### config.mk
export PLATFORM = sky130hd
export DESIGN_NAME = button_arbiter_flat
export DESIGN_NICKNAME = d
export VERILOG_FILES = /design/src/rtl/button_pkg.sv /design/src/rtl/button_arbiter_if.sv /design/src/rtl/button_arbiter_rr_pick.sv /design/src/rtl/button_arbiter.sv /design/src/flat_wrapper.sv
export SDC_FILE = /design/constraint.sdc
export NUM_CORES = 1
export LEC_CHECK = 0
export ABC_AREA = 1
export BUFFER_PORTS_ARGS = -buffer_cell sky130_fd_sc_hd__buf_2
export CAP_MARGIN = 20
export CORE_ASPECT_RATIO = 0.5
export CORE_MARGIN = 3
export CORE_UTILIZATION = 40
export CTS_BUF_LIST = sky130_fd_sc_hd__clkbuf_4
export CTS_CLUSTER_SIZE = 14
export DETAILED_ROUTE_END_ITERATION = 8
export GPL_TIMING_DRIVEN = 1
export PLACE_DENSITY = 0.65
export SLEW_MARGIN = 20
export SYNTH_ARGS = -nofsm -noshare
export SYNTH_HDL_FRONTEND = slang
export SYNTH_SLANG_ARGS = --single-unit
### constraint.sdc
create_clock -name clk -period 6.53 [get_ports clk]
set_input_delay 0.9795 -clock clk [delete_from_list [all_inputs] [get_ports clk]]
set_output_delay 0.9795 -clock clk [all_outputs]
set_load 0.05 [all_outputs]
### src/rtl/button_pkg.sv
// Shared types and defaults for the button arbiter and its command handshake.
package button_pkg;

  typedef enum logic [1:0] {
    IDLE  = 2'd0,
    OFFER = 2'd1,
    GAP   = 2'd2
  } arb_state_t;

  localparam int DEFAULT_GAP_CYCLES = 1000;

endpackage

### src/rtl/button_arbiter_if.sv
// Valid/ready command channel from the button arbiter to its single consumer.
interface button_arbiter_if #(
  parameter int ID_W = 2
);
  logic            cmd_valid;
  logic            cmd_ready;
  logic [ID_W-1:0] cmd_id;

  modport master (output cmd_valid, output cmd_id, input cmd_ready);
  modport slave  (input cmd_valid, input cmd_id, output cmd_ready);
endinterface

### src/rtl/button_arbiter_rr_pick.sv
// Combinational round-robin picker: first set request at or after ptr, wrapping at N_BTN.
module rr_pick #(
  parameter int N_BTN = 4,
  parameter int ID_W  = 2
) (
  input  logic [N_BTN-1:0] req,
  input  logic [ID_W-1:0]  ptr,
  output logic             gnt_valid,
  output logic [ID_W-1:0]  gnt_id
);

  int idx;

  // Scan from the farthest offset down so the nearest request to ptr wins.
  always_comb begin
    gnt_valid = 1'b0;
    gnt_id    = '0;
    idx       = 0;
    for (int k = N_BTN - 1; k >= 0; k--) begin
      idx = int'(ptr) + k;
      if (idx >= N_BTN) idx = idx - N_BTN;
      if (req[idx[ID_W-1:0]]) begin
        gnt_valid = 1'b1;
        gnt_id    = idx[ID_W-1:0];
      end
    end
  end

endmodule

### src/rtl/button_arbiter.sv
// Round-robin arbiter sharing one command consumer between N debounced buttons,
// with per-button pending flags, a saturating drop counter and a post-accept gap.
module button_arbiter
  import button_pkg::*;
#(
  parameter int N_BTN      = 4,
  parameter int GAP_CYCLES = DEFAULT_GAP_CYCLES,
  parameter int DROP_W     = 8
) (
  input  logic              clk,
  input  logic              rst_n,
  input  logic [N_BTN-1:0]  pressed_i,
  button_arbiter_if.master  cmd,
  output logic [N_BTN-1:0]  pending_o,
  output logic [DROP_W-1:0] drop_cnt_o,
  output logic              busy_o
);

  localparam int ID_W  = $clog2(N_BTN);
  localparam int GAP_W = (GAP_CYCLES > 1) ? $clog2(GAP_CYCLES) : 1;
  localparam logic [GAP_W-1:0] GAP_LOAD = (GAP_CYCLES > 0) ? GAP_W'(GAP_CYCLES - 1) : '0;
  localparam logic [31:0] DROP_MAX = 32'((64'd1 << DROP_W) - 64'd1);

  arb_state_t        state_q, state_d;
  logic [N_BTN-1:0]  pending_q, pending_d;
  logic [N_BTN-1:0]  clear_vec, drop_vec;
  logic [DROP_W-1:0] drop_q, drop_d;
  logic [ID_W-1:0]   ptr_q, ptr_d;
  logic [ID_W-1:0]   id_q, id_d;
  logic [GAP_W-1:0]  gap_q, gap_d;
  logic              valid_q, busy_q;
  logic              gnt_valid;
  logic [ID_W-1:0]   gnt_id;
  logic [31:0]       drop_sum;

  rr_pick #(
    .N_BTN (N_BTN),
    .ID_W  (ID_W)
  ) u_pick (
    .req       (pending_q),
    .ptr       (ptr_q),
    .gnt_valid (gnt_valid),
    .gnt_id    (gnt_id)
  );

  always_comb begin
    state_d   = state_q;
    ptr_d     = ptr_q;
    id_d      = id_q;
    gap_d     = gap_q;
    clear_vec = '0;
    case (state_q)
      IDLE: begin
        if (gnt_valid) begin
          id_d              = gnt_id;
          clear_vec[gnt_id] = 1'b1;
          state_d           = OFFER;
        end
      end
      OFFER: begin
        if (cmd.cmd_ready) begin
          ptr_d = (id_q == ID_W'(N_BTN - 1)) ? '0 : id_q + ID_W'(1);
          if (GAP_CYCLES == 0) begin
            state_d = IDLE;
          end else begin
            gap_d   = GAP_LOAD;
            state_d = GAP;
          end
        end
      end
      GAP: begin
        if (gap_q == '0) state_d = IDLE;
        else             gap_d   = gap_q - GAP_W'(1);
      end
      default: state_d = IDLE;
    endcase
  end

  // A press on a bit being granted this cycle re-arms it rather than counting as a drop.
  always_comb begin
    drop_vec  = pressed_i & pending_q & ~clear_vec;
    pending_d = (pending_q & ~clear_vec) | pressed_i;
    drop_sum  = 32'(drop_q);
    for (int k = 0; k < N_BTN; k++) begin
      drop_sum = drop_sum + 32'(drop_vec[k]);
    end
    drop_d = (drop_sum > DROP_MAX) ? '1 : drop_sum[DROP_W-1:0];
  end

  always_ff @(posedge clk or negedge rst_n) begin
    if (!rst_n) begin
      state_q   <= IDLE;
      pending_q <= '0;
      drop_q    <= '0;
      ptr_q     <= '0;
      id_q      <= '0;
      gap_q     <= '0;
      valid_q   <= 1'b0;
      busy_q    <= 1'b0;
    end else begin
      state_q   <= state_d;
      pending_q <= pending_d;
      drop_q    <= drop_d;
      ptr_q     <= ptr_d;
      id_q      <= id_d;
      gap_q     <= gap_d;
      valid_q   <= (state_d == OFFER);
      busy_q    <= (state_d != IDLE);
    end
  end

  assign cmd.cmd_valid = valid_q;
  assign cmd.cmd_id    = id_q;
  assign pending_o     = pending_q;
  assign drop_cnt_o    = drop_q;
  assign busy_o        = busy_q;

endmodule

### src/flat_wrapper.sv
// flat-port wrapper written by rule: the top's interface ports become plain ports
module button_arbiter_flat import button_pkg::*;
#(
  parameter int N_BTN      = 4,
  parameter int GAP_CYCLES = DEFAULT_GAP_CYCLES,
  parameter int DROP_W     = 8
)
  (clk, rst_n, pressed_i, pending_o, drop_cnt_o, busy_o, cmd_cmd_valid, cmd_cmd_id, cmd_cmd_ready);
  button_arbiter_if #(.ID_W(2)) cmd_i ();
  input  logic clk;
  input  logic rst_n;
  input  logic [N_BTN-1:0] pressed_i;
  output logic [N_BTN-1:0] pending_o;
  output logic [DROP_W-1:0] drop_cnt_o;
  output logic busy_o;
  output wire logic [$bits(cmd_i.cmd_valid)-1:0] cmd_cmd_valid;
  output wire logic [$bits(cmd_i.cmd_id)-1:0] cmd_cmd_id;
  input wire logic [$bits(cmd_i.cmd_ready)-1:0] cmd_cmd_ready;
  assign cmd_cmd_valid = cmd_i.cmd_valid;
  assign cmd_cmd_id = cmd_i.cmd_id;
  assign cmd_i.cmd_ready = cmd_cmd_ready;
  button_arbiter #(.N_BTN(N_BTN), .GAP_CYCLES(GAP_CYCLES), .DROP_W(DROP_W)) u_core (.clk(clk), .rst_n(rst_n), .pressed_i(pressed_i), .cmd(cmd_i), .pending_o(pending_o), .drop_cnt_o(drop_cnt_o), .busy_o(busy_o));
endmodule
==> metrics <==
Worst-Skew Late Latency 320 ps; drt initial violations 47; worst path cell trace inv_6, nand2_1, nand2_1, nand2_2, nand2_2, nor2_2, nor2_1, nand2_2, nand2_2, nor2_2, a21oi_1, ha_1, inv_1, fa_1, inv_1, ha_1, inv_1, fa_1, nor2_1, nand2_1, nor3_2, xor2_1, nand2_1; fraction of layout cells with a size suffix above 1 around 19%; busiest metal layer after global routing met2; period utilization 56.75%; Inserted Diodes 0; final setup margin between 2000 and 3000 ps; Pwr Total 1156 µW; TritonCTS clock tree done; post-synth net total ~250; RSZ-0062 raised after global routing no; CTS sink cnt 30; Synth Register Bits 30; Synth cell types 27; Setup-failing EPs final 0; maxcap violations 0; largest net degree at the start of global routing 31; DR vias about 1500; Ys Warns 0; Longest Clk Path Bufs 2; # rows 16; pre-CTS setup slack 2827 ps; num ports 23; Synth Cell Area roughly 1800 µm²; DRC 0; NumNets Final ~280; critical path's top delay family adder cells; final hold vios 0; GP Congestion between 0.8 and 0.9; number of port buffers 22; P_leak approximately 0.0011 µW; hold_buf cts 0; drt pass-1 iters 4; core footprint 4124 µm²; crit path kind reg2reg; Worst Max-Slew Pin Slew a little under 700 ps; CP max-delay cell dfrtp_1; Tmin final approximately 3700 ps; post-synthesis sequential area ratio 41.41%; status complete, no violations; hold depth 2; Logic pwr share between 60% and 70%; max-slew violation count 0; Worst setup EP type flop; first-pass GRT wire length roughly 6400 µm; initial antenna violation count 0; postcts setup bufs 0; Via-to-Cell Ratio between 4 and 5; worst hold path type reg2reg; sw power 630.8 µW; max_slew headroom between 50% and 60%; Post-Synthesis Cells roughly 240; Hold Path Sink u_core.gap_q[9]; r2r startpoint u_core.ptr_q[0]; Cell Pwr Density between 500 and 600 nW/µm²; CTS root buffer clkbuf_4; die area 5425 µm²; TritonCTS buffer count 5; clk_skew 6.043 ps; Seq pwr share between 20% and 30%; met2 Use GR approximately 25%; Achievable Freq between 200 and 300 MHz; area of the multi-input gates between 900 and 1000 µm²; Cell Count Post-Placement just over 300; mean post-synth cell area roughly 7.7 µm²; number of global-route vias before repair roughly 1400; R2R depth 23; CP startpoint kind flop; hold_sp u_core.gap_q[9]; antenna viol nets, final 0; mean routed wirelength per cell 11.37 µm; setup slack, reg-to-reg between 2000 and 3000 ps; Clk pin slew, worst setup/hold paths about 90 ps; largest fanout on the critical path 10; maximum vdd drop 0.0003145 V; starting density of the core 43.96%; DP HPWL around 2800 µm; non-filler cells, final about 320; Tot GR Track Use 15.33%; area delta synth->final 12.15%; FF/Latch Area roughly 750 µm²; Fill cells just over 400; Die H between 50 and 60 µm; setup TNS 0 ps; max incr delay on CP just under 600 ps; WP buf/inv 4; CP Data Required Time ~6700 ps; cts repair resizes 0; WL final 3627 µm; GR Util met1 around a fifth; RR Endpoint u_core.drop_cnt_o[6]; Clk network pwr share under 10%; GRT overflow 0; final hold slack 524.7 ps; P_int approximately 530 µW; Net Sw Frac around 55%; grt met3 use around 4.7%; Die Wd slightly above 100 µm; H-tree Lvls 2; CP arrival 3920 ps
area by class of cell:
type | instances | area share (%)
Multi-Input combinational cell | 169 | 44.80
Sequential cell | 30 | 36.92
Clock inverter | 2 | 0.4308
Clock buffer | 6 | 2.215
Tap cell | 54 | 3.323
Inverter | 36 | 6.892
Timing Repair Buffer | 22 | 5.415
kinds of logic (layout without fill, tap and decap cells):
group / Yosys count / count (layout) / share of synthesized area (%)
XOR/XNOR: 14 / 14 / 6.763
AO/OA/AOI/OAI: 18 / 18 / 5.452
AND/OR/NAND/NOR: 129 / 129 / 31.68
flip-flops: 30 / 30 / 41.41
buffers and inverters: 37 / 66 / 8.350
adder cells (fa/ha/maj): 8 / 8 / 6.349
how the worst max path moves through the flow:
stage,start,to,slack (ps),cells past startpoint
finish,u_core.ptr_q[0],u_core.drop_cnt_o[6],2820,23
global route,u_core.ptr_q[0],u_core.drop_cnt_o[6],2540,23
CTS,u_core.ptr_q[0],u_core.drop_cnt_o[6],2820,23
detailed placement,u_core.ptr_q[0],u_core.drop_cnt_o[6],2830,23
global placement,u_core.ptr_q[0],u_core.drop_cnt_o[6],2950,23
floorplan,u_core.pending_o[2],u_core.drop_cnt_o[6],3000,23
power groups by stage:
stage / Sequential (µW) / Combinational [µW] / Clock, µW
after global routing: 342 / 807 / 124
after floorplan: 477 / 422 / 0
after global placement: 331 / 714 / 0
after CTS: 330 / 724 / 115
final: 330 / 716 / 111
after detailed placement: 335 / 718 / 0
per-stage QoR:
step / instance area [µm²] / util [%]
final: 2033 / 49.30
after global routing: 2033 / 49.30
after CTS: 2033 / 49.30
after detailed placement: 1979 / 48.00
after global placement: 1979 / 48.00
after floorplan: 1813 / -
synthesized netlist by cell type:
master / instances / area share, %
or2_1: 1 / 0.35
a21oi_1: 5 / 1.4
nand2_2: 8 / 2.8
o211ai_1: 1 / 0.41
or2_2: 1 / 0.35
buf_6: 1 / 0.62
fa_1: 2 / 2.2
o21ai_0: 8 / 2.2
ha_1: 6 / 4.1
xor2_1: 7 / 3.4
inv_2: 4 / 0.83
o21ai_1: 1 / 0.28
dfrtp_1: 30 / 41
xnor2_1: 7 / 3.4
a31oi_1: 1 / 0.35
nor2_2: 5 / 1.7
inv_6: 1 / 0.48
nor4_1: 1 / 0.35
nor3_1: 1 / 0.28
nand2_1: 68 / 14
nor3_2: 1 / 0.55
inv_1: 31 / 6.4
nand3_1: 18 / 5.0
nor2_1: 20 / 4.1
nand3_2: 2 / 1.1
nand4_1: 3 / 1.0
o31ai_1: 2 / 0.83
placed cells by master (no fill, tap or decap), drive strengths merged, types with 7 or more instances in the layout:
cell | Yosys | layout
inv | 36 | 36
nand3 | 20 | 20
o21ai | 9 | 9
xor2 | 7 | 7
nand2 | 76 | 76
nor2 | 25 | 25
xnor2 | 7 | 7
dfrtp | 30 | 30
buf | 1 | 22
worst min-delay path, cell delays in order, from the launching register on:
cell	delay [ps]
dfrtp_1	350
o21ai_0	80
nand3_1	60
sequential cells by signal, indices dropped and copies added (netlist names):
register / count
u_core.busy_o: 1
u_core.cmd.cmd_id: 2
u_core.cmd.cmd_valid: 1
u_core.drop_cnt_o: 8
u_core.gap_q: 10
u_core.pending_o: 4
u_core.ptr_q: 2
u_core.state_q: 2
routing by layer:
metal | wire (µm) | part of all wire (%)
met4 | 27 | 0.74
met3 | 114 | 3.1
met2 | 1666 | 46
met5 | 0 | 0
met1 | 1819 | 50
No activity file was read; power rests on OpenSTA's default activity.
